[config.mk]
export PLATFORM = sky130hd
export DESIGN_NAME = sync_fifo_flat
export DESIGN_NICKNAME = d
export VERILOG_FILES = /design/src/rtl/fifo_pkg.sv /design/src/rtl/sync_fifo_if.sv /design/src/rtl/sync_fifo_mem.sv /design/src/rtl/sync_fifo.sv /design/src/flat_wrapper.sv
export SDC_FILE = /design/constraint.sdc
export NUM_CORES = 2
export LEC_CHECK = 0
export BUFFER_PORTS_ARGS = -buffer_cell sky130_fd_sc_hd__clkbuf_2
export CORE_ASPECT_RATIO = 1.5
export CORE_MARGIN = 1.5
export CORE_UTILIZATION = 57
export DETAILED_ROUTE_END_ITERATION = 12
export PLACE_DENSITY = 0.76
export SLEW_MARGIN = 30
export SYNTH_ARGS = -nofsm -noshare
export SYNTH_HDL_FRONTEND = slang
export SYNTH_SLANG_ARGS = --single-unit
[constraint.sdc]
create_clock -name clk -period 3.8 [get_ports clk]
set_input_delay 0.57 -clock clk [delete_from_list [all_inputs] [get_ports clk]]
set_output_delay 0.57 -clock clk [all_outputs]
set_load 0.01 [all_outputs]
[src/rtl/fifo_pkg.sv]
// Shared FIFO definitions: default sizing, address-width helper and depth legality check.
// Used by sync_fifo and the dual-clock FIFO.
package fifo_pkg;

    localparam int DEFAULT_DATA_WIDTH = 32;
    localparam int DEFAULT_FIFO_DEPTH = 128;

    typedef enum logic {
        RD_REGISTERED = 1'b0,
        RD_FWFT       = 1'b1
    } rd_mode_e;

    function automatic int addr_width(input int depth);
        return $clog2(depth);
    endfunction

    function automatic bit depth_ok(input int depth);
        return (depth >= 4) && ((depth & (depth - 1)) == 0);
    endfunction

    localparam bit DEFAULT_DEPTH_OK = depth_ok(DEFAULT_FIFO_DEPTH);

endpackage

[src/rtl/sync_fifo_if.sv]
// Handshake, status and threshold bundle for sync_fifo.
// master = client driving requests, slave = the FIFO itself.
interface sync_fifo_if #(
    parameter int DATA_WIDTH = fifo_pkg::DEFAULT_DATA_WIDTH,
    parameter int FIFO_DEPTH = fifo_pkg::DEFAULT_FIFO_DEPTH
);
    import fifo_pkg::*;

    localparam int AW = addr_width(FIFO_DEPTH);

    logic                  wr_en;
    logic [DATA_WIDTH-1:0] wr_data;
    logic                  rd_en;
    logic [DATA_WIDTH-1:0] rd_data;
    logic                  rd_valid;
    logic [AW:0]           almost_full_thresh;
    logic [AW:0]           almost_empty_thresh;
    logic                  err_clr;
    logic [AW:0]           count;
    logic                  full;
    logic                  empty;
    logic                  almost_full;
    logic                  almost_empty;
    logic                  overflow;
    logic                  underflow;

    modport master (
        output wr_en, wr_data, rd_en, almost_full_thresh, almost_empty_thresh, err_clr,
        input  rd_data, rd_valid, count, full, empty, almost_full, almost_empty,
               overflow, underflow
    );

    modport slave (
        input  wr_en, wr_data, rd_en, almost_full_thresh, almost_empty_thresh, err_clr,
        output rd_data, rd_valid, count, full, empty, almost_full, almost_empty,
               overflow, underflow
    );

endinterface

[src/rtl/sync_fifo_mem.sv]
// Simple dual-port storage array: one write port, one read port that is either
// combinational (FWFT) or registered with a resettable output register.
module sync_fifo_mem #(
    parameter int                 DATA_WIDTH = fifo_pkg::DEFAULT_DATA_WIDTH,
    parameter int                 DEPTH      = fifo_pkg::DEFAULT_FIFO_DEPTH,
    parameter int                 AW         = fifo_pkg::addr_width(DEPTH),
    parameter fifo_pkg::rd_mode_e RD_MODE    = fifo_pkg::RD_REGISTERED
) (
    input  logic                  clk,
    input  logic                  rst,
    input  logic                  we,
    input  logic [AW-1:0]         waddr,
    input  logic [DATA_WIDTH-1:0] wdata,
    input  logic                  re,
    input  logic [AW-1:0]         raddr,
    output logic [DATA_WIDTH-1:0] rdata
);
    import fifo_pkg::*;

    logic [DATA_WIDTH-1:0] mem [DEPTH];

    // NOTE: the storage array has no reset; only control state needs a known value,
    // and leaving it out lets the array map onto plain RAM.
    always_ff @(posedge clk) begin
        if (we) begin
            mem[waddr] <= wdata;
        end
    end

    if (RD_MODE == RD_FWFT) begin : g_comb_read
        logic unused_ctrl;
        assign unused_ctrl = rst ^ re;
        assign rdata       = mem[raddr];
    end else begin : g_reg_read
        logic [DATA_WIDTH-1:0] rdata_q;
        logic [DATA_WIDTH-1:0] rdata_d;

        always_comb begin
            rdata_d = rdata_q;
            if (re) begin
                rdata_d = mem[raddr];
            end
        end

        always_ff @(posedge clk) begin
            if (rst) begin
                rdata_q <= '0;
            end else begin
                rdata_q <= rdata_d;
            end
        end

        assign rdata = rdata_q;
    end

endmodule

[src/rtl/sync_fifo.sv]
// Single-clock FIFO with programmable almost-full/empty thresholds, occupancy count
// and sticky error flags. Define SYNC_FIFO_FWFT_EN for first-word-fall-through output.
module sync_fifo #(
    parameter int DATA_WIDTH = fifo_pkg::DEFAULT_DATA_WIDTH,
    parameter int FIFO_DEPTH = fifo_pkg::DEFAULT_FIFO_DEPTH
) (
    input logic        clk,
    input logic        rst,
    sync_fifo_if.slave bus
);
    import fifo_pkg::*;

    localparam int AW = addr_width(FIFO_DEPTH);

`ifdef SYNC_FIFO_FWFT_EN
    localparam rd_mode_e RD_MODE = RD_FWFT;
`else
    localparam rd_mode_e RD_MODE = RD_REGISTERED;
`endif

    if (!depth_ok(FIFO_DEPTH)) begin : g_bad_depth
        $error("sync_fifo: FIFO_DEPTH must be a power of two and at least 4");
    end
    if (DATA_WIDTH < 1) begin : g_bad_width
        $error("sync_fifo: DATA_WIDTH must be at least 1");
    end

    localparam logic [AW:0] ONE = {{AW{1'b0}}, 1'b1};

    logic [AW:0] wr_ptr_q, wr_ptr_d;
    logic [AW:0] rd_ptr_q, rd_ptr_d;
    logic [AW:0] count_q, count_d;
    logic        overflow_q, overflow_d;
    logic        underflow_q, underflow_d;

    logic full, empty;
    logic wr_accept, rd_accept;
    logic [DATA_WIDTH-1:0] mem_rdata;

    // Full/empty come from the extra pointer MSB: equal low bits with differing
    // MSBs means the writer has lapped the reader exactly once.
    always_comb begin
        full      = (wr_ptr_q[AW] != rd_ptr_q[AW]) &&
                    (wr_ptr_q[AW-1:0] == rd_ptr_q[AW-1:0]);
        empty     = (wr_ptr_q == rd_ptr_q);
        wr_accept = bus.wr_en && !full;
        rd_accept = bus.rd_en && !empty;
    end

    // NOTE: every always_comb output gets a default before any branch so no path
    // leaves it unassigned, which would otherwise infer a latch.
    always_comb begin
        wr_ptr_d    = wr_ptr_q;
        rd_ptr_d    = rd_ptr_q;
        count_d     = count_q;
        overflow_d  = overflow_q;
        underflow_d = underflow_q;

        if (wr_accept) begin
            wr_ptr_d = wr_ptr_q + ONE;
        end
        if (rd_accept) begin
            rd_ptr_d = rd_ptr_q + ONE;
        end

        unique case ({wr_accept, rd_accept})
            2'b10:   count_d = count_q + ONE;
            2'b01:   count_d = count_q - ONE;
            default: count_d = count_q;
        endcase

        // Clear first so a same-cycle set takes priority.
        if (bus.err_clr) begin
            overflow_d  = 1'b0;
            underflow_d = 1'b0;
        end
        if (bus.wr_en && full) begin
            overflow_d = 1'b1;
        end
        if (bus.rd_en && empty) begin
            underflow_d = 1'b1;
        end
    end

    // NOTE: state registers use non-blocking assignments so every flop samples
    // the pre-edge values, independent of statement order.
    always_ff @(posedge clk) begin
        if (rst) begin
            wr_ptr_q    <= '0;
            rd_ptr_q    <= '0;
            count_q     <= '0;
            overflow_q  <= 1'b0;
            underflow_q <= 1'b0;
        end else begin
            wr_ptr_q    <= wr_ptr_d;
            rd_ptr_q    <= rd_ptr_d;
            count_q     <= count_d;
            overflow_q  <= overflow_d;
            underflow_q <= underflow_d;
        end
    end

    sync_fifo_mem #(
        .DATA_WIDTH (DATA_WIDTH),
        .DEPTH      (FIFO_DEPTH),
        .AW         (AW),
        .RD_MODE    (RD_MODE)
    ) u_mem (
        .clk   (clk),
        .rst   (rst),
        .we    (wr_accept),
        .waddr (wr_ptr_q[AW-1:0]),
        .wdata (bus.wr_data),
        .re    (rd_accept),
        .raddr (rd_ptr_q[AW-1:0]),
        .rdata (mem_rdata)
    );

    if (RD_MODE == RD_FWFT) begin : g_fwft_out
        assign bus.rd_valid = !empty;
        assign bus.rd_data  = empty ? '0 : mem_rdata;
    end else begin : g_reg_out
        logic rd_valid_q;
        logic rd_valid_d;

        assign rd_valid_d = rd_accept;

        always_ff @(posedge clk) begin
            if (rst) begin
                rd_valid_q <= 1'b0;
            end else begin
                rd_valid_q <= rd_valid_d;
            end
        end

        assign bus.rd_valid = rd_valid_q;
        assign bus.rd_data  = mem_rdata;
    end

    assign bus.count        = count_q;
    assign bus.full         = full;
    assign bus.empty        = empty;
    assign bus.almost_full  = (count_q >= bus.almost_full_thresh);
    assign bus.almost_empty = (count_q <= bus.almost_empty_thresh);
    assign bus.overflow     = overflow_q;
    assign bus.underflow    = underflow_q;

endmodule
[src/flat_wrapper.sv]
// flat-port wrapper written by rule: the top's interface ports become plain ports
module sync_fifo_flat import fifo_pkg::*;
#(
    parameter int DATA_WIDTH = fifo_pkg::DEFAULT_DATA_WIDTH,
    parameter int FIFO_DEPTH = fifo_pkg::DEFAULT_FIFO_DEPTH
)
  (clk, rst, bus_wr_en, bus_wr_data, bus_rd_en, bus_almost_full_thresh, bus_almost_empty_thresh, bus_err_clr, bus_rd_data, bus_rd_valid, bus_count, bus_full, bus_empty, bus_almost_full, bus_almost_empty, bus_overflow, bus_underflow);
  sync_fifo_if #(.DATA_WIDTH(DATA_WIDTH), .FIFO_DEPTH(FIFO_DEPTH)) bus_i ();
  input logic clk;
  input logic rst;
  input wire logic [$bits(bus_i.wr_en)-1:0] bus_wr_en;
  input wire logic [$bits(bus_i.wr_data)-1:0] bus_wr_data;
  input wire logic [$bits(bus_i.rd_en)-1:0] bus_rd_en;
  input wire logic [$bits(bus_i.almost_full_thresh)-1:0] bus_almost_full_thresh;
  input wire logic [$bits(bus_i.almost_empty_thresh)-1:0] bus_almost_empty_thresh;
  input wire logic [$bits(bus_i.err_clr)-1:0] bus_err_clr;
  output wire logic [$bits(bus_i.rd_data)-1:0] bus_rd_data;
  output wire logic [$bits(bus_i.rd_valid)-1:0] bus_rd_valid;
  output wire logic [$bits(bus_i.count)-1:0] bus_count;
  output wire logic [$bits(bus_i.full)-1:0] bus_full;
  output wire logic [$bits(bus_i.empty)-1:0] bus_empty;
  output wire logic [$bits(bus_i.almost_full)-1:0] bus_almost_full;
  output wire logic [$bits(bus_i.almost_empty)-1:0] bus_almost_empty;
  output wire logic [$bits(bus_i.overflow)-1:0] bus_overflow;
  output wire logic [$bits(bus_i.underflow)-1:0] bus_underflow;
  assign bus_i.wr_en = bus_wr_en;
  assign bus_i.wr_data = bus_wr_data;
  assign bus_i.rd_en = bus_rd_en;
  assign bus_i.almost_full_thresh = bus_almost_full_thresh;
  assign bus_i.almost_empty_thresh = bus_almost_empty_thresh;
  assign bus_i.err_clr = bus_err_clr;
  assign bus_rd_data = bus_i.rd_data;
  assign bus_rd_valid = bus_i.rd_valid;
  assign bus_count = bus_i.count;
  assign bus_full = bus_i.full;
  assign bus_empty = bus_i.empty;
  assign bus_almost_full = bus_i.almost_full;
  assign bus_almost_empty = bus_i.almost_empty;
  assign bus_overflow = bus_i.overflow;
  assign bus_underflow = bus_i.underflow;
  sync_fifo #(.DATA_WIDTH(DATA_WIDTH), .FIFO_DEPTH(FIFO_DEPTH)) u_core (.clk(clk), .rst(rst), .bus(bus_i));
endmodule
## Word-level counts from Yosys, hierarchy flattened

Memories as Yosys holds them, arrays and structs flattened. A register that Yosys moved wholly into a read port is not among the register bits.
Cells that the tools add are included.

- Add/sub/neg operators: 4
- $lt $le $gt $ge: 2
- Equality and inequality tests: 5
- Mux-type cells: 6
- Reduce and logical (&&, ||, !) cells: 10

Operators with widths:

| operator | count |
|---|---|
| adder 8 x 1 -> 8 bit, second input constant | 3 |
| one-hot mux 8 bit (2 select lines) | 1 |
| equality test 8 bit | 1 |
| greater-or-equal comparator 8 bit | 1 |
| less-or-equal comparator 8 bit | 1 |
| subtractor 8 x 1 -> 8 bit, second input constant | 1 |
| equality test 7 bit | 1 |
| nonzero test 2 bit | 3 |
| logical AND 1 bit | 5 |
| two-way mux 1 bit | 5 |
| equality test 2 x 1 -> 1 bit, second input constant | 1 |
| equality test 2 bit, second input constant | 1 |
| logical NOT 1 bit | 2 |
| inequality test 1 bit | 1 |

- Bits in registers: 27
- Bits in writable memories: 4096
- Input port bits: 53
- Output and inout bits: 47
- Word-level logic and storage cells: 34
- Memories: 1

Memory list:

| name | words | width | rd ports | clocked after Yosys merged registers in | wr ports | RTL line | text |
|---|---|---|---|---|---|---|---|
| u_core.u_mem.mem | 128 | 32 | 1 | 1 | 1 | sync_fifo_mem.sv:20 | `logic [DATA_WIDTH-1:0] mem [DEPTH];` |

## Longest topological paths before layout

- Word-level depth: 6
- Depth in mapped cells: 15

## Cells and area by module

From an unflattened synthesis, not the netlist that was laid out.

- Cells, all modules: 7170
- Area total of the unflattened synthesis: 159900.9 µm²

Modules (own cells, without submodules):

| module | instances | cells an instance | area an instance (µm²) |
|---|---|---|---|
| sync_fifo_mem | 1 | 6948 | 158032.8 |
| sync_fifo | 1 | 222 | 1868.0 |

## Least setup slack after synthesis

No wires, ideal clock.

- Path type: register -> register
- From: register u_core.wr_ptr_q[6]
- To: memory u_core.u_mem.mem[109][0] in the netlist's numbering (enable)
- Setup time: 0.421 ns
- Arrival time: 3.300 ns
- Data required time: 3.379 ns
- Path slack: 0.079 ns
- Stages on the path, launching flop included: 10
- Buffers on the path: 2
- Clock period less this slack: 3.721 ns
- Cell sequence: dfxtp_1 > clkbuf_1 > xor2_1 > nor3_1 > a31oi_1 > inv_1 > nor2_1 > nand3b_1 > clkbuf_1 > nor2_1

- Longest elaborated chain between the ends: 6

RTL lines:

| element | RTL line | text |
|---|---|---|
| start, declared | sync_fifo.sv:30 | `logic [AW:0] wr_ptr_q, wr_ptr_d;` |
| start signal, assigned | sync_fifo.sv:95 | `wr_ptr_q <= wr_ptr_d;` |
| equality test 7 bit | sync_fifo.sv:44 | `(wr_ptr_q[AW-1:0] == rd_ptr_q[AW-1:0]);` |
| logical AND 1 bit | sync_fifo.sv:43 | `full = (wr_ptr_q[AW] != rd_ptr_q[AW]) &&` |
| logical NOT 1 bit | sync_fifo.sv:46 | `wr_accept = bus.wr_en && !full;` |
| logical AND 1 bit | sync_fifo.sv:46 |  |
| two-way mux 1 bit | sync_fifo_mem.sv:25 | `if (we) begin` |
| two-way mux 1 bit (implied by the code) | sync_fifo_mem.sv:26 | `mem[waddr] <= wdata;` |
| end, declared | sync_fifo_mem.sv:20 |  |

Several ways; a longest one is shown, not always the timed one.

## Worst setup path in the final report

- From: register u_core.rd_ptr_q[0]
- To: register u_core.u_mem.g_reg_read.rdata_q[29] (netlist: u_core.u_mem.rdata[29]), read port of u_core.u_mem.mem

- Longest elaborated chain between the ends: 3

RTL lines:

| element | RTL line | text |
|---|---|---|
| start, declared | sync_fifo.sv:31 | `logic [AW:0] rd_ptr_q, rd_ptr_d;` |
| start signal, assigned | sync_fifo.sv:96 | `rd_ptr_q <= rd_ptr_d;` |
| equality test 8 bit | sync_fifo.sv:45 | `empty = (wr_ptr_q == rd_ptr_q);` |
| logical NOT 1 bit | sync_fifo.sv:47 | `rd_accept = bus.rd_en && !empty;` |
| logical AND 1 bit | sync_fifo.sv:47 |  |
| end, declared | sync_fifo_mem.sv:35 | `logic [DATA_WIDTH-1:0] rdata_q;` |

Several ways; a longest one is shown, not always the timed one.
A chain may end at the register's enable or synchronous reset.

==> metrics.txt <==
Post-DRT Antenna Nets=0; die area=0.283 mm2; number of clock sinks=4155; Placed Cells=11101; endpoint type of the worst setup path=flip-flop; CTS root buf=clkbuf_16; Die Ht=651 um; worst setup margin=-0.0210 ns; yosys warns=0; HP Class=in -> reg; Final Util=0.652; area leader, netlist=edfxtp_1; R2R Setup Slk=-0.02 ns; clock share of power=0.372; Area contributors post-synth=edfxtp_1 (77%), mux4_2 (13%), mux2i_1 (2.7%); routability congestion estimate from global placement=0.941; crit-path leading delay family=compound AO/OA/AOI/OAI gates; Critical R2R Launch=u_core.rd_ptr_q[0]; Skew-Pair Late Insertion Delay=0.96 ns; number of vias per cell=6.98; first-pass GRT wire length=630000 um; Synth cell types=65; crit path kind=reg -> reg; count leader, synth=edfxtp_1; hold_ws=0.0788 ns; global-route usage over all layers=0.322; routed length per instance=38.8 um; async set-reset flop share out of synthesis=0; Switching Share=0.232; DR DRC count=0; Max VDD drop=399 uV; R2R depth=9; Pint=76.1 mW; Core Area=0.278 mm2; Seq cells post-synth=4155; outcome=complete, but fails checks; grt total ovfl=0; Max clock buf depth=4; crit-path most repeated cell=buf_12; initial core utilization=0.573; 1st-iter DRT viols=12393; Worst setup startpoint=u_core.rd_ptr_q[0]; pwr dens=547 mW/mm2; CP max stage delay=0.59 ns; layout cell share with drive strength beyond 1=0.291; FILL cells=16927; hold_sp=bus_wr_data[26]; Worst Path Required=4.59 ns; final WL=456000 um; Final Setup Violations=1; sequential share of the synthesized area=0.779; Post-synth top flop=edfxtp_1; Critical Path AT=4.61 ns; worst-path fanout max=40; synthesized cell area=0.159 mm2; initial antenna violation count=29; number of enable flip-flop cells after synthesis=4096; post-synthesis cell count=7111; row count=237; maxcap violations=0; clk slew on worst S/H paths=0.07 ns; boundary pin count=100; crit path max-delay cell type=mux4_2; clock skew=0.0607 ns; final worst-path cycle share=1.01; startpoint types=flip-flop; area share of the largest cell type after synthesis=0.772; failing checks=negative setup slack; Area growth, synth to finish=13.6%; WHS Path Cells=1; pre-CTS setup slack=-0.146 ns; Flop pwr share=0.511; die width=435 um; CTS tree=built; fin crit period=3.82 ns; worst path bufs/invs=3; fmax=0.262 GHz; syn nets=7190; Synth top cells by count=edfxtp_1 (4096), mux4_2 (938), mux2i_1 (423); Hold EP=u_core.u_mem.mem[103][26]; Avg Synthesized Cell Area=22.4 um2; Leak Pwr=56.5 nW; vias in the first global route=82372; overall power=99.1 mW; max_slew headroom=0.210; Initial DRT Pass Iterations=9; final non-filler cell total=11776; Hold Fails Final Rpt=0; CTS buffer count=357; largest net degree at the start of global routing=129; port bufs=99; reg2reg end=u_core.u_mem.rdata[29]; Vias=82168; worst slew pin tran=1.18 ns; Layout Nets=7848; cells along the critical path=buf_12 > buf_12 > buf_16 > mux4_2 > mux2_2 > a21oi_1 > o21ai_0 > a211oi_4 > o31ai_1; H-tree depth=5; Detail Placement HPWL=266000 um; Sw Pwr=23.0 mW; Combinational Power Share=0.117; Final Max Tran Viols=0
-- power by group through the flow --
stage               clock network [mW]  logic, mW  registers (mW)
detailed placement                   0       11.4            51.6
finish                            36.8       11.6            50.6
CTS                               36.9       11.6            50.6
global route                      38.5       12.0            50.6
floorplan                            0       7.49            51.6
global placement                     0       11.2            51.6
-- worst max-delay path by stage --
stage	to	slack (ns)	depth (start not counted)
detailed placement	u_core.u_mem.rdata[23]	-0.15	11
global route	u_core.u_mem.mem[17][30]	-0.001	11
finish	u_core.u_mem.rdata[29]	-0.02	9
global placement	u_core.u_mem.rdata[22]	-0.20	9
floorplan	u_core.u_mem.mem[109][0]	0.08	9
CTS	u_core.u_mem.rdata[23]	0.02	11
-- what timing repair did --
action,4_1_cts,5_1_grt
cloned,1,2
hold endpoints to repair,2,0
gates resized for setup,8,13
pin swaps,1,6
buffers inserted,0,0
hold buffers,4,0
endpoints found under the setup margin,2,151
-- registers in the layout, indices dropped and copies added, names as in the netlist --
name	flops
u_core.bus.overflow	1
u_core.bus.underflow	1
u_core.rd_ptr_q	8
u_core.bus.count	8
u_core.wr_ptr_q	8
u_core.u_mem.mem	4096
u_core.u_mem.rdata	32
u_core.bus.rd_valid	1
-- cell families (layout without fill, tap and decap cells) --
kind of cell	Yosys count	in the layout	synth area share
other	0	17	0
flip-flops	4155	4155	0.779
AO/OA/AOI/OAI	663	663	0.0289
multiplexers	1391	1391	0.161
AND/OR/NAND/NOR	422	424	0.0115
XOR/XNOR	26	26	0.00143
buffers and inverters	428	1370	0.0153
adder cells (fa/ha/maj)	26	26	0.00209
-- worst register-to-register path: cells and delay by family (launching register included) --
family	cells	cell delay [ns]
AOI/OAI and AO/OA	4	1.32
buffers and inverters	3	0.97
muxes	2	0.94
DFF	1	0.46
-- final cells by class --
type                            count  area, um2  area share
Sequential cell                  4155     124000       0.686
Clock inverter                    204       2130      0.0118
Clock buffer                      441       9470      0.0523
Tap cell                         3704       4630      0.0256
Antenna cell                       17       42.5    0.000235
Inverter                           29        116    0.000643
Timing Repair Buffer              696       6610      0.0365
Multi-Input combinational cell   2530      33800       0.187
-- per-stage QoR --
| step | instance area, um2 | TNS (ns) |
|---|---|---|
| 6_report | 181000 | -0.0210 |
| 5_1_grt | 181000 | -0.00157 |
| 4_1_cts | 181000 | 0 |
| 3_5_place_dp | 169000 | -0.146 |
| 3_3_place_gp | 169000 | -0.864 |
| 2_1_floorplan | 159000 | 0 |
-- cell usage in the layout (no fill, tap or decap), types with 9 or more instances in the layout --
| cell type | n |
|---|---|
| nand2b_1 | 11 |
| nor3_1 | 21 |
| clkinvlp_4 | 27 |
| edfxtp_1 | 4096 |
| dfxtp_1 | 51 |
| a31oi_1 | 20 |
| mux4_2 | 938 |
| clkinv_2 | 55 |
| o21ai_0 | 101 |
| a22oi_1 | 106 |
| clkbuf_2 | 67 |
| nand3_1 | 15 |
| buf_12 | 95 |
| bufinv_16 | 38 |
| diode_2 | 17 |
| o31ai_1 | 15 |
| a221oi_1 | 69 |
| mux2i_1 | 423 |
| clkinv_1 | 59 |
| nor2_1 | 83 |
| inv_1 | 27 |
| nand2_1 | 89 |
| clkbuf_1 | 71 |
| o21ai_1 | 9 |
| nor2_4 | 130 |
| clkbuf_16 | 365 |
| nor2b_1 | 23 |
| o221ai_1 | 61 |
| buf_16 | 16 |
| xnor2_1 | 12 |
| a211oi_1 | 50 |
| mux2_2 | 30 |
| a21oi_1 | 116 |
| o22ai_1 | 40 |
| buf_4 | 509 |
| inv_6 | 10 |
| xor2_1 | 14 |
| ha_1 | 24 |
-- layer usage --
layer	GRT usage	vias to the layer above	wire length, um
met5	0	-	97
met4	0.247	14	42300
met3	0.0679	1349	51600
met2	0.511	6700	220000
met1	0.388	42670	143000
li1	-	31435	-
Power figures use the tool's default switching activity.
